<file path="config.mk">
export PLATFORM = sky130hd
export DESIGN_NAME = mem_stage_ctrl_flat
export DESIGN_NICKNAME = d
export VERILOG_FILES = /design/src/rtl/mem_stage_ctrl_if.sv /design/src/rtl/mem_stage_ctrl.sv /design/src/flat_wrapper.sv
export SDC_FILE = /design/constraint.sdc
export NUM_CORES = 1
export LEC_CHECK = 0
export CAP_MARGIN = 10
export CORE_ASPECT_RATIO = 1.75
export CORE_MARGIN = 4
export CORE_UTILIZATION = 39
export CTS_CLUSTER_SIZE = 16
export DETAILED_ROUTE_END_ITERATION = 16
export GPL_TIMING_DRIVEN = 0
export PLACE_DENSITY = 0.77
export SYNTH_ARGS = -nofsm -noshare
export SYNTH_HDL_FRONTEND = slang
export SYNTH_SLANG_ARGS = --single-unit
</file>
<file path="constraint.sdc">
create_clock -name clk -period 2.3 [get_ports clk]
set_input_delay 0.46 -clock clk [delete_from_list [all_inputs] [get_ports clk]]
set_output_delay 0.46 -clock clk [all_outputs]
set_load 0.01 [all_outputs]
</file>
<file path="src/rtl/mem_stage_ctrl_if.sv">
// Data-memory request/ready bus between the MEM-stage controller and data memory.
interface mem_stage_ctrl_if #(
  parameter int ADDR_W = 32
);
  logic              mem_req;
  logic              mem_we;
  logic [ADDR_W-1:0] mem_addr;
  logic [31:0]       mem_wdata;
  logic [3:0]        mem_be;
  logic [31:0]       mem_rdata;
  logic              mem_ready;

  modport master (
    output mem_req, mem_we, mem_addr, mem_wdata, mem_be,
    input  mem_rdata, mem_ready
  );

  modport slave (
    input  mem_req, mem_we, mem_addr, mem_wdata, mem_be,
    output mem_rdata, mem_ready
  );
endinterface

</file>
<file path="src/rtl/mem_stage_ctrl.sv">
// MEM-stage controller: decodes the M control vector and opcode, runs the
// data-memory handshake with wait states and timeout, extracts/extends load
// data, stalls the pipeline while busy and resolves BEQ/BNE.
module mem_stage_ctrl #(
  parameter int ADDR_W  = 32,
  parameter int TIMEOUT = 255
) (
  input  logic              clk,
  input  logic              rst,
  input  logic              in_valid,
  input  logic [5:0]        opcode,
  input  logic [2:0]        m_ctrl,
  input  logic              zero,
  input  logic [ADDR_W-1:0] alu_result,
  input  logic [31:0]       store_data,
  mem_stage_ctrl_if.master  bus,
  output logic              stall,
  output logic              pcsrc,
  output logic [31:0]       load_data,
  output logic              load_valid,
  output logic              err
);

  localparam logic [5:0] OP_BEQ = 6'h04;
  localparam logic [5:0] OP_BNE = 6'h05;
  localparam logic [5:0] OP_LB  = 6'h20;
  localparam logic [5:0] OP_LH  = 6'h21;
  localparam logic [5:0] OP_LBU = 6'h24;
  localparam logic [5:0] OP_LHU = 6'h25;
  localparam logic [5:0] OP_SB  = 6'h28;
  localparam logic [5:0] OP_SH  = 6'h29;

  // Counter only needs to reach TIMEOUT-1; TIMEOUT=0 disables the abort path.
  localparam int              CNT_W   = (TIMEOUT < 2) ? 1 : $clog2(TIMEOUT + 1);
  localparam logic [CNT_W-1:0] TO_LAST = CNT_W'(TIMEOUT - 1);
  localparam bit              TO_EN   = (TIMEOUT != 0);

  typedef enum logic {ST_IDLE = 1'b0, ST_WAIT = 1'b1} state_t;
  typedef enum logic [1:0] {SZ_BYTE = 2'd0, SZ_HALF = 2'd1, SZ_WORD = 2'd2} size_t;

  // Pick the addressed lane and sign/zero extend it to 32 bits.
  function automatic logic [31:0] extract_load(input logic [31:0] rdata, input logic [1:0] lo,
                                               input size_t sz, input logic uns);
    logic [7:0]  b;
    logic [15:0] h;
    logic [31:0] res;
    b = rdata[{lo, 3'b000} +: 8];
    h = lo[1] ? rdata[31:16] : rdata[15:0];
    case (sz)
      SZ_BYTE: res = uns ? {24'h000000, b} : {{24{b[7]}}, b};
      SZ_HALF: res = uns ? {16'h0000, h} : {{16{h[15]}}, h};
      default: res = rdata;
    endcase
    return res;
  endfunction

  state_t            state_r, state_nxt_s;
  logic [CNT_W-1:0]  cnt_r, cnt_nxt_s;
  logic              req_r, req_nxt_s;
  logic              we_r, we_nxt_s;
  logic [ADDR_W-1:0] addr_r, addr_nxt_s;
  logic [31:0]       wdata_r, wdata_nxt_s;
  logic [3:0]        be_r, be_nxt_s;
  logic [1:0]        lo_r, lo_nxt_s;
  size_t             size_r, size_nxt_s;
  logic              uns_r, uns_nxt_s;
  logic [31:0]       load_data_r, load_data_nxt_s;
  logic              load_valid_r, load_valid_nxt_s;
  logic              err_r, err_nxt_s;

  size_t             size_s;
  logic              uns_s;
  logic              is_mem_s;
  logic              illegal_s;
  logic              misalign_s;
  logic [1:0]        lo_s;
  logic [3:0]        be_s;
  logic [31:0]       wdata_s;
  logic              br_take_s;

  assign is_mem_s  = m_ctrl[1] | m_ctrl[2];
  assign illegal_s = m_ctrl[1] & m_ctrl[2];
  assign lo_s      = alu_result[1:0];

  // Access size and signedness; sizing opcodes count only with their matching m_ctrl bit.
  always_comb begin
    size_s = SZ_WORD;
    uns_s  = 1'b0;
    if (m_ctrl[2] & ~m_ctrl[1]) begin
      case (opcode)
        OP_SB:   size_s = SZ_BYTE;
        OP_SH:   size_s = SZ_HALF;
        default: size_s = SZ_WORD;
      endcase
    end else if (m_ctrl[1] & ~m_ctrl[2]) begin
      case (opcode)
        OP_LB:   size_s = SZ_BYTE;
        OP_LH:   size_s = SZ_HALF;
        OP_LBU:  begin size_s = SZ_BYTE; uns_s = 1'b1; end
        OP_LHU:  begin size_s = SZ_HALF; uns_s = 1'b1; end
        default: size_s = SZ_WORD;
      endcase
    end else begin
      size_s = SZ_WORD;
    end
  end

  // Alignment check, byte enables and lane-replicated store data.
  always_comb begin
    case (size_s)
      SZ_BYTE: begin
        misalign_s = 1'b0;
        be_s       = 4'b0001 << lo_s;
        wdata_s    = {4{store_data[7:0]}};
      end
      SZ_HALF: begin
        misalign_s = lo_s[0];
        be_s       = lo_s[1] ? 4'b1100 : 4'b0011;
        wdata_s    = {2{store_data[15:0]}};
      end
      default: begin
        misalign_s = (lo_s != 2'b00);
        be_s       = 4'b1111;
        wdata_s    = store_data;
      end
    endcase
  end

  // Branch condition for BEQ/BNE; any other opcode never branches.
  always_comb begin
    case (opcode)
      OP_BEQ:  br_take_s = zero;
      OP_BNE:  br_take_s = ~zero;
      default: br_take_s = 1'b0;
    endcase
  end

  // Next-state, request fields, stall and branch resolution.
  always_comb begin
    state_nxt_s      = state_r;
    cnt_nxt_s        = cnt_r;
    req_nxt_s        = req_r;
    we_nxt_s         = we_r;
    addr_nxt_s       = addr_r;
    wdata_nxt_s      = wdata_r;
    be_nxt_s         = be_r;
    lo_nxt_s         = lo_r;
    size_nxt_s       = size_r;
    uns_nxt_s        = uns_r;
    load_data_nxt_s  = load_data_r;
    load_valid_nxt_s = 1'b0;
    err_nxt_s        = 1'b0;
    stall            = 1'b0;
    pcsrc            = 1'b0;
    case (state_r)
      ST_IDLE: begin
        pcsrc = in_valid & m_ctrl[0] & br_take_s;
        if (in_valid & illegal_s) begin
          err_nxt_s = 1'b1;
        end else if (in_valid & is_mem_s & misalign_s) begin
          err_nxt_s = 1'b1;
        end else if (in_valid & is_mem_s) begin
          stall       = 1'b1;
          state_nxt_s = ST_WAIT;
          cnt_nxt_s   = '0;
          req_nxt_s   = 1'b1;
          we_nxt_s    = m_ctrl[2];
          addr_nxt_s  = {alu_result[ADDR_W-1:2], 2'b00};
          wdata_nxt_s = wdata_s;
          be_nxt_s    = be_s;
          lo_nxt_s    = lo_s;
          size_nxt_s  = size_s;
          uns_nxt_s   = uns_s;
        end else begin
          state_nxt_s = ST_IDLE;
        end
      end
      ST_WAIT: begin
        stall = ~bus.mem_ready;
        if (bus.mem_ready) begin
          req_nxt_s   = 1'b0;
          state_nxt_s = ST_IDLE;
          if (!we_r) begin
            load_data_nxt_s  = extract_load(bus.mem_rdata, lo_r, size_r, uns_r);
            load_valid_nxt_s = 1'b1;
          end else begin
            load_valid_nxt_s = 1'b0;
          end
        end else if (TO_EN && (cnt_r == TO_LAST)) begin
          req_nxt_s   = 1'b0;
          err_nxt_s   = 1'b1;
          state_nxt_s = ST_IDLE;
        end else begin
          cnt_nxt_s = cnt_r + CNT_W'(1);
        end
      end
      default: begin
        state_nxt_s = ST_IDLE;
        req_nxt_s   = 1'b0;
      end
    endcase
  end

  // State and registered outputs; synchronous reset returns everything to idle zeros.
  always_ff @(posedge clk) begin
    if (rst) begin
      state_r      <= ST_IDLE;
      cnt_r        <= '0;
      req_r        <= 1'b0;
      we_r         <= 1'b0;
      addr_r       <= '0;
      wdata_r      <= 32'h0000_0000;
      be_r         <= 4'b0000;
      lo_r         <= 2'b00;
      size_r       <= SZ_WORD;
      uns_r        <= 1'b0;
      load_data_r  <= 32'h0000_0000;
      load_valid_r <= 1'b0;
      err_r        <= 1'b0;
    end else begin
      state_r      <= state_nxt_s;
      cnt_r        <= cnt_nxt_s;
      req_r        <= req_nxt_s;
      we_r         <= we_nxt_s;
      addr_r       <= addr_nxt_s;
      wdata_r      <= wdata_nxt_s;
      be_r         <= be_nxt_s;
      lo_r         <= lo_nxt_s;
      size_r       <= size_nxt_s;
      uns_r        <= uns_nxt_s;
      load_data_r  <= load_data_nxt_s;
      load_valid_r <= load_valid_nxt_s;
      err_r        <= err_nxt_s;
    end
  end

  assign bus.mem_req   = req_r;
  assign bus.mem_we    = we_r;
  assign bus.mem_addr  = addr_r;
  assign bus.mem_wdata = wdata_r;
  assign bus.mem_be    = be_r;
  assign load_data     = load_data_r;
  assign load_valid    = load_valid_r;
  assign err           = err_r;

endmodule

</file>
<file path="src/flat_wrapper.sv">
// flat-port wrapper written by rule: the top's interface ports become plain ports
module mem_stage_ctrl_flat 
#(
  parameter int ADDR_W  = 32,
  parameter int TIMEOUT = 255
)
  (clk, rst, in_valid, opcode, m_ctrl, zero, alu_result, store_data, stall, pcsrc, load_data, load_valid, err, bus_mem_req, bus_mem_we, bus_mem_addr, bus_mem_wdata, bus_mem_be, bus_mem_rdata, bus_mem_ready);
  mem_stage_ctrl_if #(.ADDR_W(ADDR_W)) bus_i ();
  input  logic clk;
  input  logic rst;
  input  logic in_valid;
  input  logic [5:0] opcode;
  input  logic [2:0] m_ctrl;
  input  logic zero;
  input  logic [ADDR_W-1:0] alu_result;
  input  logic [31:0] store_data;
  output logic stall;
  output logic pcsrc;
  output logic [31:0] load_data;
  output logic load_valid;
  output logic err;
  output wire logic [$bits(bus_i.mem_req)-1:0] bus_mem_req;
  output wire logic [$bits(bus_i.mem_we)-1:0] bus_mem_we;
  output wire logic [$bits(bus_i.mem_addr)-1:0] bus_mem_addr;
  output wire logic [$bits(bus_i.mem_wdata)-1:0] bus_mem_wdata;
  output wire logic [$bits(bus_i.mem_be)-1:0] bus_mem_be;
  input wire logic [$bits(bus_i.mem_rdata)-1:0] bus_mem_rdata;
  input wire logic [$bits(bus_i.mem_ready)-1:0] bus_mem_ready;
  assign bus_mem_req = bus_i.mem_req;
  assign bus_mem_we = bus_i.mem_we;
  assign bus_mem_addr = bus_i.mem_addr;
  assign bus_mem_wdata = bus_i.mem_wdata;
  assign bus_mem_be = bus_i.mem_be;
  assign bus_i.mem_rdata = bus_mem_rdata;
  assign bus_i.mem_ready = bus_mem_ready;
  mem_stage_ctrl #(.ADDR_W(ADDR_W), .TIMEOUT(TIMEOUT)) u_core (.clk(clk), .rst(rst), .in_valid(in_valid), .opcode(opcode), .m_ctrl(m_ctrl), .zero(zero), .alu_result(alu_result), .store_data(store_data), .bus(bus_i), .stall(stall), .pcsrc(pcsrc), .load_data(load_data), .load_valid(load_valid), .err(err));
endmodule
</file>
==> out/qor.yml <==
grt_max_degree: 17
cp.required_ns: 1.84
syn_area_um2: 5224
clockBufferDepth: 2
firstDrtPassIters: 5
cp_max_fo: 3
start_kind: "primary input"
start_util_pct: 40.16
antenna_left: 0
cts-htree-levels: 4
grt_overflow: 0
p_leak_nw: 3.059
min_from: "m_ctrl[2]"
status: "completed"
area_delta_synth_final_pct: 56.77
ys_seq_elements: 116
crit_start: "opcode[5]"
antenna_found_initial: 0
root_buffer: "clkbuf_16"
netlist_instances: 660
fmax_mhz: 456.3
drive_gt1_share_pct: 8.801
drcViolationCount: 0
finalHoldViolCount: 0
powerDensity_nw_per_um2: 668.7
ys_seq_area_share_pct: 44.46
drv_slew: 0
die-width_um: 95.49
fin_crit_ns: 2.192
clk_pin_slew_ns: 0.05
cts_sinks: 116
syn_area_per_cell_um2: 7.915
r2r-start: "u_core.lo_r[1]"
cap_violations: 0
num-nets-final: 1009
grt_usage_pct: 24.08
synth-edff-count: 0
fin_skew_ns: 0.009983
routed_wl_um: 18430
grt_pass1_vias: 5660
rsz0062_at_grt: "no"
routedWlPerCell_um: 17.07
fill_cells: 1121
hold_path_class: "primary input to register"
insertion_delay_ns: 0.41
diodes: 0
synth_most_common_cell: "nand2_1"
num_rows: 55
vias_per_cell: 5.198
max-slew-margin-rel_pct: 44.30
path_cells: "clkdlybuf4s15_2 -> nor3b_4 -> buf_4 -> o21ai_4 -> a221o_1 -> buf_6 -> nand2_1 -> buf_2"
die_y_um: 161.1
cp_top_family: "buffers and inverters"
async_flop_share_pct: 0
io_pins: 216
worst_slew_pin_slew_ns: 0.8354
coreArea_um2: 13010
yosysWarnings: 0
gp_congestion: 0.9169
stdcell_count: 1080
numCtsBuffers: 17
drt_iter0_drc: 337
vias: 5614
synth_area_leader_cell: "dfxtp_1"
seq_area_um2: 2322
die_area_um2: 15380
grt_pass1_wl_um: 28760
synthTopCellsByArea: "dfxtp_1, nand2_1, a21oi_1, nor2_1, mux2i_1"
numPortBuffers: 211
crit_buf_inv: 4
place_area_um2: 7553
synth_cell_types: 54
synth_common_cells: "nand2_1, dfxtp_1, a21oi_1"
dp_hpwl_um: 13890
cp_slowest_cell: "a221o_1"
cts_tree: "done"
layout_worst_path_cycle_share_pct: 95.29
placed_cells: 1043
slowest_delay_ns: 0.34
cp.arrival_ns: 1.73
yosys.area.top_type_share_pct: 44.46
cts_hold_buf: 0
setup-violations-final: 0
end_kind: "output pin"
multi_input_area_um2: 2639
synth_ff_type: "dfxtp_1"
stdcell_area_um2: 8189
vdd_drop_max_v: 0.0005475
critPathKind: "primary input to output pin"
==> registers in the layout (all words and copies together), names as in the netlist <==
signal and count:
u_core.size_r 2, u_core.bus.mem_we 1, u_core.uns_r 1, u_core.bus.mem_wdata 32
u_core.bus.mem_req 1, u_core.load_data 32, u_core.state_r 1, u_core.bus.mem_be 4
u_core.err 1, u_core.bus.mem_addr 30, u_core.cnt_r 8, u_core.lo_r 2
u_core.load_valid 1
==> worst min-delay path, delay by kind of cell <==
| kind | cells | cell delay (ns) |
|---|---|---|
| buffers and inverters | 1 | 0.16 |
| and+or+nand+nor | 1 | 0.07 |
| AOI/OAI and AO/OA | 1 | 0.05 |
==> path summary, 6_finish.rpt <==
check	endpoint	slack, ns	cells after the start
worst max-delay path	stall	0.11	8
worst min register to register	u_core.bus.mem_addr[3]	0.45	2
worst min-delay path	u_core.bus.mem_we	0.39	3
worst max register to register	u_core.load_data[30]	0.14	7
==> timing repair <==
| item | CTS | global route |
|---|---|---|
| resized for setup | 44 | 2 |
| buffers inserted | 7 | 1 |
| hold endpoints to repair | 0 | 0 |
| pin swaps | 5 | 2 |
| endpoints found under the setup margin | 63 | 2 |
==> cell type report <==
class / instances / area share, %
multi-input cells: 480 / 32.22
clock buffers: 22 / 5.668
clock inverters: 9 / 1.574
repair buffers: 219 / 26.11
well taps: 171 / 2.613
flip-flops and latches: 116 / 28.36
plain buffers: 52 / 2.949
inverters: 11 / 0.5042
==> metal layers <==
metal	global-route usage (%)	up-vias	part of all wire, %
met5	0	-	0
met4	12.89	0	4.4
met3	6.151	55	6.6
met2	43.32	231	54
met1	24.78	2580	35
li1	-	2748	-
==> power breakdown <==
group / total [W] / internal (W) / switching [W] / leakage, nW
Sequential: 0.00210 / 0.00207 / 0.0000323 / 0.939
Combinational: 0.000689 / 0.000364 / 0.000326 / 1.83
Clock: 0.00268 / 0.00175 / 0.000932 / 0.286
==> layout by cell type, fill, tap and decap left out, drive strengths merged, types with 11 or more instances in the layout <==
| cell | count |
|---|---|
| nor3 | 12 |
| clkbuf | 55 |
| clkdlybuf4s50 | 201 |
| nand2 | 169 |
| nor2 | 65 |
| buf | 34 |
| a211oi | 35 |
| dfxtp | 116 |
| a21oi | 74 |
| o21ai | 22 |
| inv | 11 |
| mux2i | 24 |
==> cell families (layout without fill, tap and decap cells) <==
family	count (synthesis)	after routing	share of synthesized area, %
flops	116	116	44.46
fa+ha+maj	2	2	0.4790
buf+inv	65	313	5.629
compound gates	171	171	21.27
simple gates	273	273	21.89
xor+xnor	7	7	1.174
mux	25	25	5.030
other cells	1	2	0.07179
==> stage by stage <==
step	hold slack, ns	utilization, %	total power [W]	worst slack (ns)	setup TNS, ns
final	0.3934	62.96	0.005476	0.1084	0
after global routing	0.3996	62.96	0.005666	0.01568	0
after CTS	0.3859	63.02	0.005503	0.007814	0
after detailed placement	0.4453	58.08	0.002826	-1.203	-40.46
after global placement	0.4383	58.08	0.002821	-1.183	-37.29
after floorplan	0.4450	-	0.002417	0.04061	0
Note: power is estimated with default switching activity, not from simulation.
